==> src/rtl/calc1_if.sv <==
// calc1 client bus: four request ports, four response ports.
// Bit 0 of every bus is the MSB.
interface calc1_if;
  logic [0:3]  req1_cmd_in;
  logic [0:3]  req2_cmd_in;
  logic [0:3]  req3_cmd_in;
  logic [0:3]  req4_cmd_in;
  logic [0:31] req1_data_in;
  logic [0:31] req2_data_in;
  logic [0:31] req3_data_in;
  logic [0:31] req4_data_in;
  logic [0:31] out_data1;
  logic [0:31] out_data2;
  logic [0:31] out_data3;
  logic [0:31] out_data4;
  logic [0:1]  out_resp1;
  logic [0:1]  out_resp2;
  logic [0:1]  out_resp3;
  logic [0:1]  out_resp4;

  modport master (
    output req1_cmd_in, req2_cmd_in,
    output req3_cmd_in, req4_cmd_in,
    output req1_data_in, req2_data_in,
    output req3_data_in, req4_data_in,
    input  out_data1, out_data2,
    input  out_data3, out_data4,
    input  out_resp1, out_resp2,
    input  out_resp3, out_resp4
  );

  modport slave (
    input  req1_cmd_in, req2_cmd_in,
    input  req3_cmd_in, req4_cmd_in,
    input  req1_data_in, req2_data_in,
    input  req3_data_in, req4_data_in,
    output out_data1, out_data2,
    output out_data3, out_data4,
    output out_resp1, out_resp2,
    output out_resp3, out_resp4
  );
endinterface

==> src/rtl/calc1.sv <==
// Four-port calculator sharing one add/sub and one shift unit.
// Define CALC1_RR_ARB_EN for round-robin instead of fixed priority.
module calc1 (
  input  logic       c_clk,
  input  logic [1:7] reset,
  calc1_if.slave     bus
);
  typedef enum logic [1:0] {
    IDLE, OP2, WAIT, RESP
  } st_e;

  logic rst;
  assign rst = |reset;

  logic [0:3]  cmd_i [4];
  logic [0:31] dat_i [4];
  assign cmd_i[0] = bus.req1_cmd_in;
  assign cmd_i[1] = bus.req2_cmd_in;
  assign cmd_i[2] = bus.req3_cmd_in;
  assign cmd_i[3] = bus.req4_cmd_in;
  assign dat_i[0] = bus.req1_data_in;
  assign dat_i[1] = bus.req2_data_in;
  assign dat_i[2] = bus.req3_data_in;
  assign dat_i[3] = bus.req4_data_in;

  st_e         st_q   [4];
  logic [0:3]  cmd_q  [4];
  logic [0:31] op1_q  [4];
  logic [0:31] op2_q  [4];
  logic [0:31] data_q [4];
  logic [0:1]  resp_q [4];

  assign bus.out_data1 = data_q[0];
  assign bus.out_data2 = data_q[1];
  assign bus.out_data3 = data_q[2];
  assign bus.out_data4 = data_q[3];
  assign bus.out_resp1 = resp_q[0];
  assign bus.out_resp2 = resp_q[1];
  assign bus.out_resp3 = resp_q[2];
  assign bus.out_resp4 = resp_q[3];

  logic [3:0] rq_a, rq_s, g_a, g_s;
  logic [1:0] pa_q, ps_q;

  always_comb begin
    rq_a = '0;
    rq_s = '0;
    for (int i = 0; i < 4; i++) begin
      rq_a[i] = (st_q[i] == WAIT) &&
        (cmd_q[i] == 4'd1 || cmd_q[i] == 4'd2);
      rq_s[i] = (st_q[i] == WAIT) &&
        (cmd_q[i] == 4'd5 || cmd_q[i] == 4'd6);
    end
  end

  // First requester at or after ptr wins; ptr 0 is plain 1>2>3>4.
  function automatic logic [3:0] arb(
    input logic [3:0] req,
    input logic [1:0] ptr
  );
    logic [1:0] idx;
    arb = '0;
    for (int k = 3; k >= 0; k--) begin
      idx = ptr + 2'(k);
      if (req[idx]) arb = 4'b1 << idx;
    end
  endfunction

  assign g_a = arb(rq_a, pa_q);
  assign g_s = arb(rq_s, ps_q);

`ifdef CALC1_RR_ARB_EN
  function automatic logic [1:0] enc(
    input logic [3:0] g
  );
    enc = '0;
    for (int k = 0; k < 4; k++)
      if (g[k]) enc = 2'(k);
  endfunction

  logic [1:0] pa_d, ps_d;
  always_comb begin
    pa_d = pa_q;
    ps_d = ps_q;
    if (|g_a) pa_d = enc(g_a) + 2'd1;
    if (|g_s) ps_d = enc(g_s) + 2'd1;
  end

  always_ff @(posedge c_clk or posedge rst) begin
    if (rst) begin
      pa_q <= '0;
      ps_q <= '0;
    end else begin
      pa_q <= pa_d;
      ps_q <= ps_d;
    end
  end
`else
  assign pa_q = '0;
  assign ps_q = '0;
`endif

  logic [0:31] a_x, a_y, s_x;
  logic [0:4]  s_n;
  logic        a_sub, s_left;

  always_comb begin
    a_x    = '0;
    a_y    = '0;
    a_sub  = 1'b0;
    s_x    = '0;
    s_n    = '0;
    s_left = 1'b0;
    for (int i = 0; i < 4; i++) begin
      if (g_a[i]) begin
        a_x   = op1_q[i];
        a_y   = op2_q[i];
        a_sub = (cmd_q[i] == 4'd2);
      end
      if (g_s[i]) begin
        s_x    = op1_q[i];
        s_n    = op2_q[i][27:31];
        s_left = (cmd_q[i] == 4'd5);
      end
    end
  end

  logic [32:0] sum;
  logic [0:31] a_res, s_res;
  logic [0:1]  a_rsp;
  assign sum = {1'b0, a_x} + {1'b0, a_y};

  always_comb begin
    a_rsp = 2'd1;
    a_res = '0;
    if (a_sub) begin
      if (a_x < a_y) a_rsp = 2'd2;
      else a_res = a_x - a_y;
    end else begin
      if (sum[32]) a_rsp = 2'd2;
      else a_res = sum[31:0];
    end
  end

  assign s_res = s_left ? (s_x << s_n)
                        : (s_x >> s_n);

  always_ff @(posedge c_clk or posedge rst) begin
    if (rst) begin
      for (int i = 0; i < 4; i++) begin
        st_q[i]   <= IDLE;
        cmd_q[i]  <= '0;
        op1_q[i]  <= '0;
        op2_q[i]  <= '0;
        data_q[i] <= '0;
        resp_q[i] <= '0;
      end
    end else begin
      for (int i = 0; i < 4; i++) begin
        unique case (st_q[i])
          IDLE: if (cmd_i[i] != 4'd0) begin
            cmd_q[i] <= cmd_i[i];
            op1_q[i] <= dat_i[i];
            st_q[i]  <= OP2;
          end
          OP2: begin
            op2_q[i] <= dat_i[i];
            st_q[i]  <= WAIT;
          end
          WAIT: begin
            if (!(cmd_q[i] inside
                {4'd1, 4'd2, 4'd5, 4'd6})) begin
              resp_q[i] <= 2'd2;
              data_q[i] <= '0;
              st_q[i]   <= RESP;
            end else if (g_a[i]) begin
              resp_q[i] <= a_rsp;
              data_q[i] <= a_res;
              st_q[i]   <= RESP;
            end else if (g_s[i]) begin
              resp_q[i] <= 2'd1;
              data_q[i] <= s_res;
              st_q[i]   <= RESP;
            end
          end
          RESP: begin
            resp_q[i] <= '0;
            data_q[i] <= '0;
            st_q[i]   <= IDLE;
          end
        endcase
      end
    end
  end
endmodule

==> src/flat_wrapper.sv <==
// flat-port wrapper written by rule: the top's interface ports become plain ports
module calc1_flat 
  (c_clk, reset, bus_req1_cmd_in, bus_req2_cmd_in, bus_req3_cmd_in, bus_req4_cmd_in, bus_req1_data_in, bus_req2_data_in, bus_req3_data_in, bus_req4_data_in, bus_out_data1, bus_out_data2, bus_out_data3, bus_out_data4, bus_out_resp1, bus_out_resp2, bus_out_resp3, bus_out_resp4);
  calc1_if bus_i ();
  input  logic c_clk;
  input  logic [1:7] reset;
  input wire logic [$bits(bus_i.req1_cmd_in)-1:0] bus_req1_cmd_in;
  input wire logic [$bits(bus_i.req2_cmd_in)-1:0] bus_req2_cmd_in;
  input wire logic [$bits(bus_i.req3_cmd_in)-1:0] bus_req3_cmd_in;
  input wire logic [$bits(bus_i.req4_cmd_in)-1:0] bus_req4_cmd_in;
  input wire logic [$bits(bus_i.req1_data_in)-1:0] bus_req1_data_in;
  input wire logic [$bits(bus_i.req2_data_in)-1:0] bus_req2_data_in;
  input wire logic [$bits(bus_i.req3_data_in)-1:0] bus_req3_data_in;
  input wire logic [$bits(bus_i.req4_data_in)-1:0] bus_req4_data_in;
  output wire logic [$bits(bus_i.out_data1)-1:0] bus_out_data1;
  output wire logic [$bits(bus_i.out_data2)-1:0] bus_out_data2;
  output wire logic [$bits(bus_i.out_data3)-1:0] bus_out_data3;
  output wire logic [$bits(bus_i.out_data4)-1:0] bus_out_data4;
  output wire logic [$bits(bus_i.out_resp1)-1:0] bus_out_resp1;
  output wire logic [$bits(bus_i.out_resp2)-1:0] bus_out_resp2;
  output wire logic [$bits(bus_i.out_resp3)-1:0] bus_out_resp3;
  output wire logic [$bits(bus_i.out_resp4)-1:0] bus_out_resp4;
  assign bus_i.req1_cmd_in = bus_req1_cmd_in;
  assign bus_i.req2_cmd_in = bus_req2_cmd_in;
  assign bus_i.req3_cmd_in = bus_req3_cmd_in;
  assign bus_i.req4_cmd_in = bus_req4_cmd_in;
  assign bus_i.req1_data_in = bus_req1_data_in;
  assign bus_i.req2_data_in = bus_req2_data_in;
  assign bus_i.req3_data_in = bus_req3_data_in;
  assign bus_i.req4_data_in = bus_req4_data_in;
  assign bus_out_data1 = bus_i.out_data1;
  assign bus_out_data2 = bus_i.out_data2;
  assign bus_out_data3 = bus_i.out_data3;
  assign bus_out_data4 = bus_i.out_data4;
  assign bus_out_resp1 = bus_i.out_resp1;
  assign bus_out_resp2 = bus_i.out_resp2;
  assign bus_out_resp3 = bus_i.out_resp3;
  assign bus_out_resp4 = bus_i.out_resp4;
  calc1 u_core (.c_clk(c_clk), .reset(reset), .bus(bus_i));
endmodule
==> config.mk <==
export PLATFORM = sky130hd
export DESIGN_NAME = calc1_flat
export DESIGN_NICKNAME = d
export VERILOG_FILES = /design/src/rtl/calc1_if.sv /design/src/rtl/calc1.sv /design/src/flat_wrapper.sv
export SDC_FILE = /design/constraint.sdc
export NUM_CORES = 1
export LEC_CHECK = 0
export ABC_AREA = 1
export BUFFER_PORTS_ARGS = -buffer_cell sky130_fd_sc_hd__buf_2
export CORE_UTILIZATION = 55
export CTS_CLUSTER_DIAMETER = 150
export DETAILED_ROUTE_END_ITERATION = 12
export PLACE_DENSITY = 0.76
export SLEW_MARGIN = 0
export SYNTH_ARGS = -nofsm -noshare
export SYNTH_HDL_FRONTEND = slang
export SYNTH_SLANG_ARGS = --single-unit
==> constraint.sdc <==
create_clock -name c_clk -period 66.8 [get_ports c_clk]
set_clock_uncertainty 0.2 [all_clocks]
set_input_delay 6.68 -clock c_clk [delete_from_list [all_inputs] [get_ports c_clk]]
set_output_delay 6.68 -clock c_clk [all_outputs]
set_load 0.1 [all_outputs]
==> results.sh, run 1 <==
export IMPL_avgSynthCellArea_um2=7.017
export IMPL_detailroute_via_count=30250
export IMPL_final_period_demand_of_the_worst_path_ps=9259
export IMPL_ys_seq_area_frac=0.3644
export IMPL_post_drt_via_cell_ratio=6.126
export IMPL_fmaxAchievable_mhz=108.0
export IMPL_grt_usage=0.4315
export IMPL_cts_hold_buf=0
export IMPL_hold_path_class="reg -> reg"
export IMPL_first_global_vias=27930
export IMPL_synth_flop_cell="dfrtp_1"
export IMPL_proportion_of_layout_cells_with_a_drive_suffix_above_1=0.1466
export IMPL_timing_critical_path_cells="buf_2, or4_1, nor4_2, buf_4, buf_4, buf_4"
export IMPL_rr_worst_depth=24
export IMPL_htree_num_levels=2
export IMPL_die_area_um2=52850
export IMPL_critical_path_buf_inv_count=4
export IMPL_totalWireLength_um=114900
export IMPL_core_rowCount=83
export IMPL_run_status="finished, final reports clean"
export IMPL_worst_rel_slew_slack=0.2963
export IMPL_grt_overflow_total=0
export IMPL_num_fill_cells=4935
export IMPL_grt_max_degree=160
export IMPL_clock_tree_buffer_depth=3
export IMPL_grt_pass1_wl_um=172500
export IMPL_critPathArrivalTime_ps=9700
export IMPL_count_of_final_max_slew_check_failures=0
export IMPL_worstPathRequired_ps=67240
export IMPL_number_of_drc_violations_after_detailed_routing=0
export IMPL_multi_input_area_um2=15670
export IMPL_final_period_utilization=0.1386
export IMPL_area_delta_synth_final_pct=11.23
export IMPL_maxCapViolations=0
export IMPL_die_y_um=229.9
export IMPL_boundary_pins=288
export IMPL_ff2ff_setup_slack_ps=58910
export IMPL_path_delay_family="buffers and inverters"
export IMPL_synth_edf_count=0
export IMPL_worst_path_max_delay_cell="buf_4"
export IMPL_cts_buffers_inserted=45
export IMPL_core_region_area_um2=51300
export IMPL_timing_worst_setup_path_type="in -> async"
export IMPL_worst_skew_pair_late_latency_ps=620
export IMPL_max_stage_delay_ps=770
export IMPL_antenna_violating_nets_post_route=0
export IMPL_worst_path_most_repeated_cell="buf_4"
export IMPL_floorplan_initialDensity=0.5568
export IMPL_hold_violation_count_in_the_final_report=0
export IMPL_hold_ws_ps=274.5
export IMPL_syn_instance_count=4071
export IMPL_routed_wire_length_per_instance_um=23.26
export IMPL_grt_setup_unrepaired="no"
export IMPL_dieWidth_um=229.9
export IMPL_worst_setup_hold_path_clk_slew_ps=60
export IMPL_endpoint_kind="asynchronous set/reset pin"
export IMPL_postSynthNetCount=4305
export IMPL_layout_nets=4454
export IMPL_post_route_util=0.6193
export IMPL_initialDrtViolationCount=4357
export IMPL_tritoncts_clock_tree="done"
export IMPL_cts_num_sinks=416
export IMPL_post_cts_buffers=0
export IMPL_crit_end="u_core.bus.out_data1[23]"
export IMPL_mappedNetlistArea_um2=28570
export IMPL_critical_path_cell_count=6
export IMPL_asyncSetResetFlopFracSynth=1.000
export IMPL_yosys_register_bits=416
export IMPL_synth_distinct_cells=48
export IMPL_yosys_warnings=0
export IMPL_worst_path_max_fanout=65
export IMPL_gp_routability_congestion=1.052
export IMPL_root_buffer_cell="clkbuf_16"
export IMPL_worst_setup_path_start_kind="primary input"
export IMPL_grt_antenna_before_repair=3
export IMPL_hpwlAfterDp_um=85860
export IMPL_seqCellArea_um2=10410
export IMPL_dr_pass1_iters=9
export IMPL_gates_resized_cts_repair=0
export IMPL_tns_ps=0
export IMPL_port_buffer_count=287
export IMPL_timing_hold_worst_start="u_core.bus.out_data1[24]"
export IMPL_report_final_setup_viol=0
export IMPL_slew_at_the_pin_with_the_worst_max_slew_slack_ps=1054
export IMPL_rr_startpoint="u_core.st_q[6]"
export IMPL_reg_to_reg_endpoint="u_core.bus.out_data2[2]"
export IMPL_cp_startpoint="reset[6]"
## cell type report
cell class	instances	share of cell area
repair buffers	321	0.05363
multi-input cells	3014	0.4930
well taps	680	0.02678
clock inverters	16	0.007325
diodes	2	0.0001575
clock buffers	67	0.04151
flip-flops and latches	416	0.3276
inverters	422	0.04993
## cell usage after synthesis, types with 15 or more instances
cell type  count  share of area
nand2_2       33         0.0072
buf_1         27         0.0035
nor2_1       324          0.043
a22oi_1       73          0.019
nand3_2       17         0.0060
a21oi_1      184          0.032
nand4_1       39         0.0085
ha_1          82          0.036
dfrtp_1      416           0.36
o21a_1        15         0.0039
buf_2         36         0.0063
nand2_1     1067           0.14
inv_2         20         0.0026
xor2_1        39          0.012
inv_1        395          0.052
mux2_2       129          0.051
o21ai_0      216          0.038
nand3_1      661           0.12
o211ai_1      47          0.012
clkbuf_1     137          0.018
nor3_1        17         0.0030
## cells in the final DEF (no fill, tap or decap), drive strengths merged
cell,count
a311oi,1
a21oi,187
clkinvlp,1
nand2,1103
o21a,15
nor4,7
a21o,2
a31oi,10
buf,321
a211oi,1
nand3,680
o21ai,224
diode,2
nor3,18
mux2,129
dfrtp,416
clkinv,15
xor2,39
a21boi,2
o22ai,12
ha,82
inv,419
a22oi,73
or2,1
nor2,333
o211ai,47
o21bai,3
or4,1
nand4,39
nand3b,1
clkbuf,67
and3,4
bufinv,3
## flip-flops by register name, summed over array words and instances (netlist names)
name / count
u_core.op1_q: 128
u_core.op2_q: 128
u_core.bus.out_data1: 32
u_core.bus.out_data2: 32
u_core.bus.out_data3: 32
u_core.bus.out_data4: 32
u_core.cmd_q: 16
u_core.st_q: 8
u_core.bus.out_resp1: 2
u_core.bus.out_resp2: 2
u_core.bus.out_resp3: 2
u_core.bus.out_resp4: 2
## worst reg2reg max path: stages (launching register included)
cell,delay [ps]
dfrtp_1,400
inv_1,100
ha_1,430
nand3_4,410
inv_2,710
nor2_1,160
nand2_4,620
buf_4,770
o211ai_1,220
o21ai_0,340
inv_1,110
ha_1,470
a21oi_1,420
nand2_2,170
nand2_1,100
nand2_2,110
nand2_1,80
nand2_1,110
nand2_1,100
nand3_2,210
inv_2,800
nand3_2,420
nand3_1,200
nand2_1,70
nand2_1,80
## how the worst min path moves through the flow
| stage | end | slack (ps) | depth (start not counted) |
|---|---|---|---|
| global placement | u_core.bus.out_data1[0] | 260 | 2 |
| floorplan | u_core.op1_q[33] | 260 | 2 |
| finish | u_core.bus.out_data1[24] | 270 | 2 |
| detailed placement | u_core.bus.out_data1[20] | 260 | 2 |
| CTS | u_core.bus.out_data4[6] | 280 | 2 |
| global route | u_core.bus.out_data2[3] | 290 | 2 |
## metal layers
metal  share of wire  track usage  vias up
met1            0.40       0.5928    14270
met4           0.062       0.2322        2
met2            0.42       0.6388     1962
met5        0.000087            0        -
li1                -            -    13700
met3            0.11      0.08755      318
## kinds of logic after synthesis
kind of cell | count (synthesis) | synth area share
DFF | 416 | 0.3644
adders and majority gates | 82 | 0.03592
xor gates and xnor gates | 39 | 0.01196
AOI/OAI and AO/OA | 577 | 0.1155
muxes | 129 | 0.05085
buffers and inverters | 641 | 0.08896
and+or+nand+nor | 2187 | 0.3324
## per-stage QoR
step	area, um2	worst slack, ps	std cells
after global placement	30220	56870	4853
after CTS	31770	57490	4936
after floorplan	28570	2178	4071
after global routing	31770	57080	4938
after detailed placement	30220	56860	4853
final	31770	57540	4938
Power of run 1 is left out: the tool's default activity adds up to more than one toggle a clock period on the data nets, which glitch-free logic cannot reach.
==> inputs of run 2 (changes only) <==
ABC_AREA = 0   (was 1)
CORE_UTILIZATION = 54   (was 55)
PLACE_DENSITY = 0.75   (was 0.76)
clock period = 7.72 ns   (was 66.8 ns; I/O delays follow)
==> run 2 against run 1 <==
Net effect:
- global-route usage down 1.4 points
- design area decreased by 5.0%
- sequential share of layout area grew 1.7 points
- flip-flop and latch count is the same
- highest routed layer is now met4
- die area shrank 5.4%
- wire length decreased by 8.0%
- non-clock buffer count is 53 higher
- first-iteration DRC count is 20% lower
- register-to-register slack lost 58000 ps
==> results.sh, run 2 <==
export IMPL_worst_path_max_fanout=29
export IMPL_cts_num_sinks=416
export IMPL_cts_hold_buf=0
export IMPL_setup_ws_ps=816.3
export IMPL_yosys_warnings=0
export IMPL_die_y_um=223.6
export IMPL_die_area_um2=49990
export IMPL_worst_skew_pair_late_latency_ps=600
export IMPL_final_period_utilization=0.8943
export IMPL_rr_startpoint="u_core.st_q[6]"
export IMPL_worst_setup_path_start_kind="flip-flop"
export IMPL_most_common_cell_after_layout_fill_and_taps_aside="dfrtp_1"
export IMPL_tritoncts_clock_tree="done"
export IMPL_asyncSetResetFlopFracSynth=1.000
export IMPL_largest_registers_in_the_final_layout="u_core.op1_q (128), u_core.op2_q (128)"
export IMPL_number_of_drc_violations_after_detailed_routing=0
export IMPL_syn_instance_count=2745
export IMPL_synth_mux_area_frac=0.1565
export IMPL_post_synth_and_or_nand_nor_area_fraction=0.1229
export IMPL_synth_xor_xnor_area_share=0.005568
export IMPL_synth_distinct_cells=100
export IMPL_hpwlAfterDp_um=79150
export IMPL_postSynthNetCount=2979
export IMPL_critPathArrivalTime_ps=7170
export IMPL_post_drt_via_cell_ratio=7.121
export IMPL_synthAdderAreaFrac=0.03950
export IMPL_core_region_area_um2=48050
export IMPL_worst_rel_slew_slack=0.1533
export IMPL_grt_pass1_wl_um=157500
export IMPL_postLayoutCellArea_um2=30180
export IMPL_dieWidth_um=223.6
export IMPL_netlist_area_leader_share=0.3926
export IMPL_proportion_of_layout_cells_with_a_drive_suffix_above_1=0.2666
export IMPL_report_final_setup_viol=0
export IMPL_timing_hold_worst_start="bus_req1_cmd_in[2]"
export IMPL_synth_flop_cell="dfrtp_1"
export IMPL_detailroute_via_count=25730
export IMPL_preCtsSetupSlack_ps=1054
export IMPL_worstPathRequired_ps=7990
export IMPL_hold_violation_count_in_the_final_report=0
export IMPL_synth_area_leader_cell="dfrtp_1"
export IMPL_most_frequent_cell_after_synthesis="dfrtp_1"
export IMPL_post_cts_buffers=0
export IMPL_grt_max_degree=173
export IMPL_fmaxAchievable_mhz=144.9
export IMPL_timing_worst_setup_path_type="reg -> reg"
export IMPL_core_rowCount=80
export IMPL_grt_overflow_total=0
export IMPL_totalWireLength_um=105700
export IMPL_synth_compound_area_frac=0.2403
export IMPL_holdPathStages=3
export IMPL_dr_pass1_iters=6
export IMPL_htree_num_levels=2
export IMPL_rr_worst_depth=21
export IMPL_post_dp_area_um2=28700
export IMPL_run_status="finished, final reports clean"
export IMPL_port_buffer_count=287
export IMPL_initialDrtViolationCount=3479
export IMPL_root_buffer_cell="clkbuf_16"
export IMPL_grt_setup_unrepaired="no"
export IMPL_routed_wire_length_per_instance_um=29.25
export IMPL_synth_area_top_cells="dfrtp_1 (39%), mux2_2 (12%), nand2_1 (4.2%)"
export IMPL_floorplan_initialDensity=0.5518
export IMPL_layout_cells_most_common_list="dfrtp_1 (416), nand2_1 (298), buf_2 (287)"
export IMPL_first_global_vias=24330
export IMPL_gates_resized_cts_repair=0
export IMPL_grt_usage=0.4175
export IMPL_count_of_final_max_slew_check_failures=0
export IMPL_synth_edf_count=0
export IMPL_ys_seq_area_frac=0.3926
export IMPL_endpoint_kind="flip-flop"
export IMPL_grt_antenna_before_repair=2
export IMPL_post_route_util=0.6282
export IMPL_gp_routability_congestion=0.9971
export IMPL_ff2ff_setup_slack_ps=820
export IMPL_cp_startpoint="u_core.st_q[6]"
export IMPL_clock_tree_buffer_depth=3
export IMPL_final_period_demand_of_the_worst_path_ps=6904
export IMPL_avgSynthCellArea_um2=9.659
export IMPL_boundary_pins=288
export IMPL_slew_at_the_pin_with_the_worst_max_slew_slack_ps=1265
export IMPL_crit_end="u_core.bus.out_data3[12]"
export IMPL_area_delta_synth_final_pct=13.84
export IMPL_reg_to_reg_endpoint="u_core.bus.out_data3[12]"
export IMPL_mappedNetlistArea_um2=26510
export IMPL_layout_nets=3199
export IMPL_synth_common_cells="dfrtp_1 (416), nand2_1 (298), mux2_2 (280)"
export IMPL_antenna_violating_nets_post_route=0
export IMPL_largest_family_of_logic_cells_by_synthesized_area="compound AO/OA/AOI/OAI gates"
export IMPL_hold_path_class="in -> reg"
export IMPL_worst_setup_hold_path_clk_slew_ps=60
export IMPL_yosys_register_bits=416
export IMPL_cts_buffers_inserted=43
export IMPL_maxCapViolations=0
[run 2: area by class of cell]
type | instances | area (um2)
antenna | 1 | 2.502
timing repair buffer | 374 | 2152
fill | 3923 | 17860
multi-input combinational | 2051 | 15070
tap | 615 | 769.5
inverter | 79 | 296.5
sequential | 416 | 10410
clock inverter | 22 | 301.5
clock buffer | 55 | 1181
[run 2: worst max-delay path: stages, from the launching register on]
cell	delay, ps
dfrtp_1	380
inv_1	90
ha_1	330
or3b_1	320
o22ai_2	180
nor3_4	860
buf_4	480
a22oi_1	110
o21ai_0	250
ha_1	440
inv_1	190
nand2_1	120
nor3_1	310
and2_0	200
nor3b_1	370
nor2_1	160
a21oi_4	620
buf_4	280
nand3_1	80
a2bb2oi_1	500
nand3_1	140
o311ai_0	150
[run 2: kinds of logic (layout without fill, tap and decap cells)]
family	Yosys count	in the layout
compound gates	867	867
xor+xnor	13	13
fa+ha+maj	84	84
buf+inv	278	530
flops	416	416
mux	362	362
other cells	0	1
simple gates	725	725
[run 2: metrics by stage]
stage | hold WS [ps] | cells | TNS [ps]
floorplan | 280.7 | 2745 | -4946690
global placement | 258.0 | 3535 | 0
detailed placement | 268.5 | 3535 | 0
CTS | 177.7 | 3612 | 0
global route | 196.6 | 3613 | 0
finish | 192.0 | 3613 | 0
[run 2: worst min path at each step]
| stage | to | slack (ps) |
|---|---|---|
| final | u_core.cmd_q[14] | 190 |
| after global routing | u_core.cmd_q[15] | 200 |
| after CTS | u_core.cmd_q[14] | 180 |
| after detailed placement | u_core.bus.out_data2[16] | 270 |
| after global placement | u_core.bus.out_resp2[0] | 260 |
| after floorplan | u_core.op2_q[127] | 280 |
[run 2: routing by layer]
layer  share of wire  wire length [um]  global-route usage
met5               0                 0                   0
met3            0.12             12310             0.09719
met2            0.44             46340              0.6257
met1            0.40             42170              0.5767
met4           0.046              4870              0.1860
Power of run 2 is left out for the same reason.
